[config.mk]
export PLATFORM = sky130hd
export DESIGN_NAME = event_uplink_flat
export DESIGN_NICKNAME = d
export VERILOG_FILES = /design/src/rtl/event_uplink_pkg.sv /design/src/rtl/event_uplink_if.sv /design/src/rtl/event_uplink_byte_serializer.sv /design/src/rtl/event_uplink.sv /design/src/flat_wrapper.sv
export SDC_FILE = /design/constraint.sdc
export NUM_CORES = 1
export LEC_CHECK = 0
export ABC_CLOCK_PERIOD_IN_PS = 2900
export BUFFER_PORTS_ARGS = -buffer_cell sky130_fd_sc_hd__buf_2
export CORE_MARGIN = 3
export CORE_UTILIZATION = 50
export CTS_CLUSTER_DIAMETER = 50
export DETAILED_ROUTE_END_ITERATION = 12
export PLACE_DENSITY_LB_ADDON = 0.25
export SLEW_MARGIN = 30
export SYNTH_ARGS = -nofsm -noshare
export SYNTH_HDL_FRONTEND = slang
export SYNTH_HIERARCHICAL = 1
export SYNTH_SLANG_ARGS = --single-unit
[constraint.sdc]
create_clock -name clk -period 2.9 [get_ports clk]
set_clock_uncertainty 0.2 [all_clocks]
set_input_delay 0.29 -clock clk [delete_from_list [all_inputs] [get_ports clk]]
set_output_delay 0.29 -clock clk [all_outputs]
set_load 0.1 [all_outputs]
[src/rtl/event_uplink_pkg.sv]
// Shared acquisition definitions: reader command codes, frame sync bytes,
// event geometry defaults and the uplink FSM state type.
package daq_pkg;

   localparam int unsigned WORDS_PER_EVENT = 16;
   localparam int unsigned READ_LAT        = 2;

   localparam logic [7:0] CMD_NOP   = 8'h00;
   localparam logic [7:0] CMD_RD_LO = 8'h01;
   localparam logic [7:0] CMD_RD_HI = 8'h02;

   localparam logic [7:0] SYNC0 = 8'hA5;
   localparam logic [7:0] SYNC1 = 8'h5A;

   typedef enum logic [2:0] {
      StIdle,
      StHdr,
      StReq,
      StWait,
      StSend,
      StTrl
   } uplink_state_t;

endpackage

[src/rtl/event_uplink_if.sv]
// Reader command/data, host byte link and status signals of event_uplink.
interface event_uplink_if;

   logic        enable_i;
   logic        fifo_empty_i;
   logic [7:0]  cmd_o;
   logic [31:0] half_i;
   logic [7:0]  tx_data_o;
   logic        tx_valid_o;
   logic        tx_ready_i;
   logic        busy_o;
   logic [15:0] event_cnt_o;

   modport master (
      input  enable_i, fifo_empty_i, half_i, tx_ready_i,
      output cmd_o, tx_data_o, tx_valid_o, busy_o, event_cnt_o
   );

   modport slave (
      output enable_i, fifo_empty_i, half_i, tx_ready_i,
      input  cmd_o, tx_data_o, tx_valid_o, busy_o, event_cnt_o
   );

endinterface

[src/rtl/event_uplink_byte_serializer.sv]
// Loads a 32-bit word and emits bytes MSB-first over valid/ready; i_last_idx
// selects how many bytes (0 = one byte, 3 = four bytes) are sent.
module byte_serializer (
   input  logic        clk,
   input  logic        reset,
   input  logic        i_load,
   input  logic [31:0] i_word,
   input  logic [1:0]  i_last_idx,
   input  logic        i_ready,
   output logic [7:0]  o_data,
   output logic        o_valid,
   output logic        o_done
);

   logic [31:0] r_shift;
   logic [1:0]  r_cnt;
   logic [1:0]  r_last;
   logic        r_valid;
   logic        w_accept;

   assign w_accept = r_valid && i_ready;
   assign o_done   = w_accept && (r_cnt == r_last);
   assign o_data   = r_shift[31:24];
   assign o_valid  = r_valid;

   always_ff @(posedge clk) begin
      if (reset) begin
         r_shift <= '0;
         r_cnt   <= '0;
         r_last  <= '0;
         r_valid <= 1'b0;
      end else if (i_load) begin
         r_shift <= i_word;
         r_cnt   <= '0;
         r_last  <= i_last_idx;
         r_valid <= 1'b1;
      end else if (w_accept) begin
         r_shift <= {r_shift[23:0], 8'h00};
         r_cnt   <= r_cnt + 2'd1;
         if (r_cnt == r_last) begin
            r_valid <= 1'b0;
         end
      end
   end

endmodule

[src/rtl/event_uplink.sv]
// Reads one event from the event reader half by half and frames it for the host
// link. EVENT_UPLINK_CHECKSUM_EN appends an XOR checksum trailer byte.
module event_uplink #(
   parameter int unsigned WORDS_PER_EVENT = daq_pkg::WORDS_PER_EVENT,
   parameter int unsigned READ_LAT        = daq_pkg::READ_LAT,
   parameter logic [7:0]  CMD_RD_LO       = daq_pkg::CMD_RD_LO,
   parameter logic [7:0]  CMD_RD_HI       = daq_pkg::CMD_RD_HI,
   parameter logic [7:0]  SYNC0           = daq_pkg::SYNC0,
   parameter logic [7:0]  SYNC1           = daq_pkg::SYNC1
) (
   input logic            clk,
   input logic            reset,
   event_uplink_if.master bus
);
   import daq_pkg::*;

   localparam int unsigned HALVES = 2 * WORDS_PER_EVENT;
   localparam int unsigned IDX_W  = $clog2(HALVES) + 1;
   localparam int unsigned WAIT_W = (READ_LAT > 1) ? $clog2(READ_LAT) : 1;

   uplink_state_t     r_state;
   logic [IDX_W-1:0]  r_half_idx;
   logic [WAIT_W-1:0] r_wait;
   logic [7:0]        r_cmd;
   logic              r_busy;
   logic [15:0]       r_event_cnt;

   logic              w_start;
   logic              w_capture;
   logic [IDX_W-1:0]  w_next_idx;
   logic              w_more;
   logic              w_ser_load;
   logic [31:0]       w_ser_word;
   logic [1:0]        w_ser_last;
   logic [7:0]        w_tx_data;
   logic              w_tx_valid;
   logic              w_ser_done;

   assign w_start    = (r_state == StIdle) && bus.enable_i && !bus.fifo_empty_i;
   assign w_capture  = (r_state == StWait) && (r_wait == WAIT_W'(READ_LAT - 1));
   assign w_next_idx = r_half_idx + IDX_W'(1);
   assign w_more     = w_next_idx < IDX_W'(HALVES);

`ifdef EVENT_UPLINK_CHECKSUM_EN
   logic [7:0] r_chk;

   always_ff @(posedge clk) begin
      if (reset || w_start) begin
         r_chk <= '0;
      end else if (w_tx_valid && bus.tx_ready_i && (r_state == StHdr || r_state == StSend)) begin
         r_chk <= r_chk ^ w_tx_data;
      end
   end
`endif

   // The header word latches the frame counter at IDLE exit.
   always_comb begin
      w_ser_load = 1'b0;
      w_ser_word = '0;
      w_ser_last = 2'd3;
      if (w_start) begin
         w_ser_load = 1'b1;
         w_ser_word = {SYNC0, SYNC1, r_event_cnt};
      end else if (w_capture) begin
         w_ser_load = 1'b1;
         w_ser_word = bus.half_i;
`ifdef EVENT_UPLINK_CHECKSUM_EN
      end else if (r_state == StSend && w_ser_done && !w_more) begin
         // Last payload byte is being accepted this cycle, fold it in directly.
         w_ser_load = 1'b1;
         w_ser_word = {r_chk ^ w_tx_data, 24'h000000};
         w_ser_last = 2'd0;
`endif
      end
   end

   always_ff @(posedge clk) begin
      if (reset) begin
         r_state     <= StIdle;
         r_half_idx  <= '0;
         r_wait      <= '0;
         r_cmd       <= CMD_NOP;
         r_busy      <= 1'b0;
         r_event_cnt <= '0;
      end else begin
         r_cmd <= CMD_NOP;
         unique case (r_state)
            StIdle: begin
               if (w_start) begin
                  r_state    <= StHdr;
                  r_busy     <= 1'b1;
                  r_half_idx <= '0;
               end
            end
            StHdr: begin
               if (w_ser_done) begin
                  r_state <= StReq;
                  r_cmd   <= CMD_RD_LO;
               end
            end
            StReq: begin
               r_state <= StWait;
               r_wait  <= '0;
            end
            StWait: begin
               if (w_capture) begin
                  r_state <= StSend;
               end else begin
                  r_wait <= r_wait + WAIT_W'(1);
               end
            end
            StSend: begin
               if (w_ser_done) begin
                  r_half_idx <= w_next_idx;
                  if (w_more) begin
                     r_state <= StReq;
                     r_cmd   <= w_next_idx[0] ? CMD_RD_HI : CMD_RD_LO;
                  end else begin
`ifdef EVENT_UPLINK_CHECKSUM_EN
                     r_state <= StTrl;
`else
                     r_state     <= StIdle;
                     r_busy      <= 1'b0;
                     r_event_cnt <= r_event_cnt + 16'd1;
`endif
                  end
               end
            end
`ifdef EVENT_UPLINK_CHECKSUM_EN
            StTrl: begin
               if (w_ser_done) begin
                  r_state     <= StIdle;
                  r_busy      <= 1'b0;
                  r_event_cnt <= r_event_cnt + 16'd1;
               end
            end
`endif
            default: begin
               r_state <= StIdle;
               r_busy  <= 1'b0;
            end
         endcase
      end
   end

   byte_serializer u_ser (
      .clk        (clk),
      .reset      (reset),
      .i_load     (w_ser_load),
      .i_word     (w_ser_word),
      .i_last_idx (w_ser_last),
      .i_ready    (bus.tx_ready_i),
      .o_data     (w_tx_data),
      .o_valid    (w_tx_valid),
      .o_done     (w_ser_done)
   );

   assign bus.cmd_o       = r_cmd;
   assign bus.tx_data_o   = w_tx_data;
   assign bus.tx_valid_o  = w_tx_valid;
   assign bus.busy_o      = r_busy;
   assign bus.event_cnt_o = r_event_cnt;

endmodule

[src/flat_wrapper.sv]
// flat-port wrapper written by rule: the top's interface ports become plain ports
module event_uplink_flat import daq_pkg::*;
#(
   parameter int unsigned WORDS_PER_EVENT = daq_pkg::WORDS_PER_EVENT,
   parameter int unsigned READ_LAT        = daq_pkg::READ_LAT,
   parameter logic [7:0]  CMD_RD_LO       = daq_pkg::CMD_RD_LO,
   parameter logic [7:0]  CMD_RD_HI       = daq_pkg::CMD_RD_HI,
   parameter logic [7:0]  SYNC0           = daq_pkg::SYNC0,
   parameter logic [7:0]  SYNC1           = daq_pkg::SYNC1
)
  (clk, reset, bus_enable_i, bus_fifo_empty_i, bus_half_i, bus_tx_ready_i, bus_cmd_o, bus_tx_data_o, bus_tx_valid_o, bus_busy_o, bus_event_cnt_o);
  event_uplink_if bus_i ();
  input logic clk;
  input logic reset;
  input wire logic [$bits(bus_i.enable_i)-1:0] bus_enable_i;
  input wire logic [$bits(bus_i.fifo_empty_i)-1:0] bus_fifo_empty_i;
  input wire logic [$bits(bus_i.half_i)-1:0] bus_half_i;
  input wire logic [$bits(bus_i.tx_ready_i)-1:0] bus_tx_ready_i;
  output wire logic [$bits(bus_i.cmd_o)-1:0] bus_cmd_o;
  output wire logic [$bits(bus_i.tx_data_o)-1:0] bus_tx_data_o;
  output wire logic [$bits(bus_i.tx_valid_o)-1:0] bus_tx_valid_o;
  output wire logic [$bits(bus_i.busy_o)-1:0] bus_busy_o;
  output wire logic [$bits(bus_i.event_cnt_o)-1:0] bus_event_cnt_o;
  assign bus_i.enable_i = bus_enable_i;
  assign bus_i.fifo_empty_i = bus_fifo_empty_i;
  assign bus_i.half_i = bus_half_i;
  assign bus_i.tx_ready_i = bus_tx_ready_i;
  assign bus_cmd_o = bus_i.cmd_o;
  assign bus_tx_data_o = bus_i.tx_data_o;
  assign bus_tx_valid_o = bus_i.tx_valid_o;
  assign bus_busy_o = bus_i.busy_o;
  assign bus_event_cnt_o = bus_i.event_cnt_o;
  event_uplink #(.WORDS_PER_EVENT(WORDS_PER_EVENT), .READ_LAT(READ_LAT), .CMD_RD_LO(CMD_RD_LO), .CMD_RD_HI(CMD_RD_HI), .SYNC0(SYNC0), .SYNC1(SYNC1)) u_core (.clk(clk), .reset(reset), .bus(bus_i));
endmodule
* After elaboration in Yosys (flattened, before gate mapping)
Index checks and enable logic that the tools add are counted.
Word-level totals: flip-flop bits (word level) 71, output and inout bits 34, bits of input ports 37, word-level logic and storage cells 76
Operators by class: $add $sub $neg 4, muxes and demuxes 29, equal/unequal tests 11, reductions and logical operators 19, bitwise operators 2, order comparisons 1
Operator list (number):
- 32-bit two-way mux | 4
- 16-bit by 1-bit adder with 16-bit output, second input constant | 1
- 8-bit two-way mux | 2
- 8-bit one-hot mux with 2 select lines | 1
- 3-bit one-hot mux with 5 select lines | 1
- 3-bit two-way mux | 4
- 6-bit two-way mux | 2
- 6-bit one-hot mux with 2 select lines | 1
- 1-bit two-way mux | 10
- 2-bit inequality test, second input constant | 4
- 4-bit AND reduction | 2
- 2-bit nonzero test | 4
- 6-bit by 1-bit adder with 6-bit output, second input constant | 1
- 3-bit by 2-bit equality test with 1-bit output, second input constant | 2
- 6-bit < comparator, second input constant | 1
- 3-bit AND reduction | 2
- 1-bit logical AND | 5
- 2-bit two-way mux | 2
- 2-bit by 1-bit inequality test with 1-bit output, second input constant | 2
- 2-bit AND reduction | 2
- 3-bit by 1-bit equality test with 1-bit output, second input constant | 1
- 3-bit equality test, second input constant | 1
- 3-bit zero test | 1
- 1-bit one-hot mux with 3 select lines | 1
- 8 further kinds | 9

* Depth between registers and ports, before layout
depth after elaboration 6, depth in mapped cells 11, depth with buffers taken out 6

* Hierarchy
Netlist, hierarchy kept.
Modules (own cells, without submodules):
- event_uplink | area an instance 1971.9 µm², sequential area each 580.6 µm², cells an instance 233, times used 1
- byte_serializer | area an instance 1815.5 µm², sequential area each 740.7 µm², cells an instance 202, times used 1

* Worst setup path after synthesis
No wires, ideal clock.
path type reg2reg, from reg u_core.u_ser.r_valid (netlist: u_core/u_ser/o_valid), to reg u_core.r_event_cnt[14] (netlist: u_core/bus.event_cnt_o[14]), path buffers 3, period minus slack after synthesis 3.702 ns, setup slack -0.802 ns, library setup time 0.121 ns, data arrival time 3.381 ns, cell stages (with the launch flop) 10, required time 2.579 ns, path through dfxtp_1 buf_6 nand2_4 buf_2 nor3_1 nand4bb_4 or4_4 buf_6 a211oi_2 mux2_2
On the way: longest elaborated chain between the ends 3
RTL lines:
- start, declared | RTL line event_uplink_byte_serializer.sv:18 | logic r_valid;
- start signal, assigned | RTL line event_uplink_byte_serializer.sv:31 | r_valid <= 1'b0;
- start signal, assigned | RTL line event_uplink_byte_serializer.sv:36 | r_valid <= 1'b1;
- start signal, assigned | RTL line event_uplink_byte_serializer.sv:41 | r_valid <= 1'b0;
- 1-bit logical AND | RTL line event_uplink_byte_serializer.sv:21 | assign w_accept = r_valid && i_ready;
- 1-bit logical AND | RTL line event_uplink_byte_serializer.sv:22 | assign o_done = w_accept && (r_cnt == r_last);
- via u_core.w_ser_done | RTL line event_uplink.sv:37 | logic w_ser_done;
- 3-bit AND reduction (no source line)
- end signal, assigned | RTL line event_uplink.sv:124 | r_event_cnt <= r_event_cnt + 16'd1;
- end, declared | RTL line event_uplink.sv:26 | logic [15:0] r_event_cnt;
The timed path passes the listed nets, and every way through them passes these cells. A chain may end at the register's enable or synchronous reset.

* Final worst setup path
from reg u_core/u_ser/r_last[1] (netlist name), to reg u_core.r_event_cnt[14] (netlist: u_core/bus.event_cnt_o[14])
On the way: longest elaborated chain between the ends 3
RTL lines (RTL line):
- 2-bit equality test | event_uplink_byte_serializer.sv:22
- 1-bit logical AND | event_uplink_byte_serializer.sv:22
- via u_core.w_ser_done | event_uplink.sv:37
- 3-bit AND reduction (no source line)
The timed path passes the listed nets, and every way through them passes these cells.

==> impl_metrics.csv <==
group,metric,value,unit
timing,setup_repair_after_global_routing_missed_its_margin,"false",
final_layout,num-fill-cells,699,
logic_synthesis,top_ff_cell_synth,"sky130_fd_sc_hd__dfxtp_1",
global_routing,global_route.peak_usage_layer,"met2",
worst_setup_path,worst_ep_arrival_time,2.46,ns
worst_setup_path,critical_path_cell_by_cell,"xor2_1 -> nor3_4 -> nand4bb_4 -> or4_4 -> a211oi_2 -> mux2_2",
worst_setup_path,timing_worst_setup_path_type,"reg2reg",
power,leakagePower,1.69,nW
route,drt_pass1_iterations,4,
worst_setup_path,crit_required,2.93,ns
route,avgRoutedWirePerCell,15.4,µm
logic_synthesis,post_synth_design_cell_area,3790,µm²
logic_synthesis,postSynthAreaPerCell,8.71,µm²
timing,setup_viol,0,
route,drc,0,
placement,number_of_port_buffers,64,
die,chipWidth,93.0,µm
placement,gp_congestion,0.810,
logic_synthesis,synth_cell_types,56,
worst_setup_path,crit_path_end_kind,"flop",
clock_tree,cts_inserted_buffers,9,
logic_synthesis,yosys.area.top_type,"sky130_fd_sc_hd__dfxtp_1",
global_routing,pin_count_of_the_biggest_net_entering_global_routing,45,
timing,fmax,412,MHz
worst_setup_path,slowest_stage,"sky130_fd_sc_hd__or4_4",
final_layout,synthToLayoutAreaGrowth,11.8,%
logic_synthesis,synth-warning-count,6,
logic_synthesis,synth_register_bits,66,
clock_tree,htree_num_levels,3,
logic_synthesis,yosys-top-cells-area,"sky130_fd_sc_hd__dfxtp_1, sky130_fd_sc_hd__a311oi_2, sky130_fd_sc_hd__nand3_1, sky130_fd_sc_hd__nor2_1, sky130_fd_sc_hd__buf_4",
final_layout,diodes,0,
die,pin_count,71,
timing,period_share,0.838,
final_layout,layout_cell_share_with_drive_strength_beyond_1,0.301,
clock_tree,clk_transition_reported_paths,0.07,ns
die,start_util,0.519,
logic_synthesis,syn-instance-count,435,
clock_tree,holdBufCountCts,0,
logic_synthesis,synthArstFlopShare,0,
timing,worst_slew_pin_slew,0.656,ns
die,core_area,7290,µm²
status,run_status,"completed",
worst_setup_path,maximum_fanout_encountered_on_the_critical_timing_path,8,
final_layout,final_nets,512,
power,power_per_cell_area,482,nW/µm²
route,routed-via-count,3208,
global_routing,globalRoute.totalOverflow,0,
global_routing,antenna_found_initial,0,
route,ant_nets,0,
clock_tree,clock-root-buffer,"sky130_fd_sc_hd__clkbuf_8",
worst_setup_path,critical_path.max_stage_delay,0.57,ns
clock_tree,clock_path_buffers,2,
global_routing,grt_use_met1,0.291,
placement,postPlaceCellArea,4040,µm²
logic_synthesis,synth_enable_flop_cells,0,
final_layout,stdcell_area,4230,µm²
route,finalWirelength,8910,µm
placement,hpwl,6060,µm
die,chip_height,93.0,µm
global_routing,first_pass_grt_wire_length,15000,µm
timing,finalHoldViolations,0,
logic_synthesis,synth.top_cell.area_share,0.349,
global_routing,grt_use_met3,0.0515,
worst_setup_path,worstSetupStartpointType,"flop",
die,placementRows,31,
timing,period_needed,2.43,ns
global_routing,globalRouteMet2Util,0.341,
timing,totalNegativeSetupSlack,0,ns
clock_tree,setup_repair_bufs_after_cts,0,
clock_tree,clk-insertion-delay-late,0.34,ns
power,irDropWorstVdd,0.270,mV
worst_hold_path,timing.hold.worst.class,"in2reg",
timing,slew_headroom,0.563,
die,fp.dieArea,8660,µm²
run,maxCapViolCount,0,
route,first_iter_violations,203,
route,route.detailed.vias_per_inst,5.56,
global_routing,track_usage,0.216,
clock_tree,post_cts_resized,0,
global_routing,first_global_vias,3107,
logic_synthesis,synth-seq-area-share,0.349,
timing,finalMaxSlewViolations,0,
clock_tree,count_of_clock_tree_sinks,66,
clock_tree,cts_tree,"built",
[worst max-delay path: cells and delay by family (launching register included)]
family / cells / cell delay (ns)
compound gates: 1 / 0.24
xor+xnor: 1 / 0.20
simple gates: 3 / 1.01
flops: 1 / 0.32
mux: 1 / 0.35
[placed cells by master (no fill, tap or decap), types with 3 or more instances in the layout]
master                      n
sky130_fd_sc_hd__nand3_1   40
sky130_fd_sc_hd__and2_1     9
sky130_fd_sc_hd__inv_1      6
sky130_fd_sc_hd__mux2i_1    3
sky130_fd_sc_hd__buf_2     64
sky130_fd_sc_hd__nand4_1    3
sky130_fd_sc_hd__nor2b_1   13
sky130_fd_sc_hd__conb_1     8
sky130_fd_sc_hd__buf_4     11
sky130_fd_sc_hd__nor3_1     8
sky130_fd_sc_hd__a21oi_1   21
sky130_fd_sc_hd__a22o_1    16
sky130_fd_sc_hd__clkbuf_1   3
sky130_fd_sc_hd__a311oi_2  24
sky130_fd_sc_hd__a211oi_1   6
sky130_fd_sc_hd__a21o_1     9
sky130_fd_sc_hd__xor2_1     6
sky130_fd_sc_hd__nand2_1   40
sky130_fd_sc_hd__mux2_2    13
sky130_fd_sc_hd__clkbuf_8  11
sky130_fd_sc_hd__dfxtp_1   63
sky130_fd_sc_hd__nor2_1    49
[metrics by stage]
| step | instances | util | hold WS (ns) | total power, mW | setup WS (ns) |
|---|---|---|---|---|---|
| floorplan | 441 | - | 0.262 | 1.24 | 0.0574 |
| global placement | 561 | 0.554 | 0.275 | 1.27 | 0.494 |
| detailed placement | 561 | 0.554 | 0.276 | 1.28 | 0.470 |
| CTS | 577 | 0.581 | 0.120 | 2.06 | 0.462 |
| global route | 577 | 0.581 | 0.147 | 2.13 | 0.339 |
| finish | 577 | 0.581 | 0.139 | 2.04 | 0.471 |
[cells in the mapped netlist (all sizes together) (9+ instances only)]
cell type / count
dfxtp: 66
nor2: 49
nand3: 42
buf: 41
nand2: 41
a311oi: 24
a21oi: 21
a22o: 16
clkbuf: 14
mux2: 14
nor2b: 13
a21o: 10
and2: 9
nor3: 9
[cell families (layout without fill, tap and decap cells)]
logic type      count (synthesis)  in the layout  synth area share
simple gates                  186            186             0.251
flops                          66             66             0.349
compound gates                 92             92             0.228
other cells                     2              8           0.00198
buf+inv                        62             99            0.0961
xor+xnor                        8              8            0.0185
fa+ha+maj                       2              2           0.00661
mux                            17             17            0.0496
[state kept, by name, indices dropped and copies added (netlist names)]
register / flops
u_core/r_state: 3
u_core/u_ser/r_shift: 32
u_core/bus.event_cnt_o: 16
u_core/r_wait: 1
u_core/u_ser/r_last: 2
u_core/bus.cmd_o: 2
u_core/u_ser/o_valid: 1
u_core/r_half_idx: 6
u_core/u_ser/r_cnt: 2
u_core/bus.busy_o: 1
[report_power, final]
group          switching, mW  total [mW]  internal (mW)
clock network          0.342       0.787          0.444
logic                  0.221       0.304         0.0832
registers             0.0177       0.951          0.934
total                  0.581        2.04           1.46
[worst paths after layout]
| path | start | endpoint | slack, ns | depth (start not counted) |
|---|---|---|---|---|
| worst max-delay path | u_core/u_ser/r_last[1]$_SDFFE_PP0P_ | u_core/bus.event_cnt_o[14]$_SDFFE_PP0P_ | 0.47 | 6 |
| worst min-delay path | bus_half_i[5] | u_core/u_ser/r_shift[5]$_SDFFE_PP0P_ | 0.14 | 4 |
| worst max register to register | u_core/u_ser/r_last[1]$_SDFFE_PP0P_ | u_core/bus.event_cnt_o[14]$_SDFFE_PP0P_ | 0.47 | 6 |
| worst min register to register | u_core/u_ser/r_shift[2]$_SDFFE_PP0P_ | u_core/u_ser/r_shift[2]$_SDFFE_PP0P_ | 0.29 | 2 |
[per-layer routing]
| metal | share of wire | vias up |
|---|---|---|
| met5 | 0 | - |
| met1 | 0.47 | 1516 |
| met3 | 0.047 | 10 |
| met4 | 0.017 | 0 |
| met2 | 0.46 | 76 |
| li1 | - | 1606 |
[cell type report]
class / instances / area [µm²] / area share
clock buffer: 14 / 163 / 0.0384
clock inverter: 2 / 35.0 / 0.00827
inverter: 7 / 26.3 / 0.00621
multi-input combinational: 313 / 2140 / 0.504
sequential: 66 / 1330 / 0.314
tap: 99 / 124 / 0.0293
timing repair buffer: 76 / 423 / 0.0999
(Power assumes the default switching activity.)
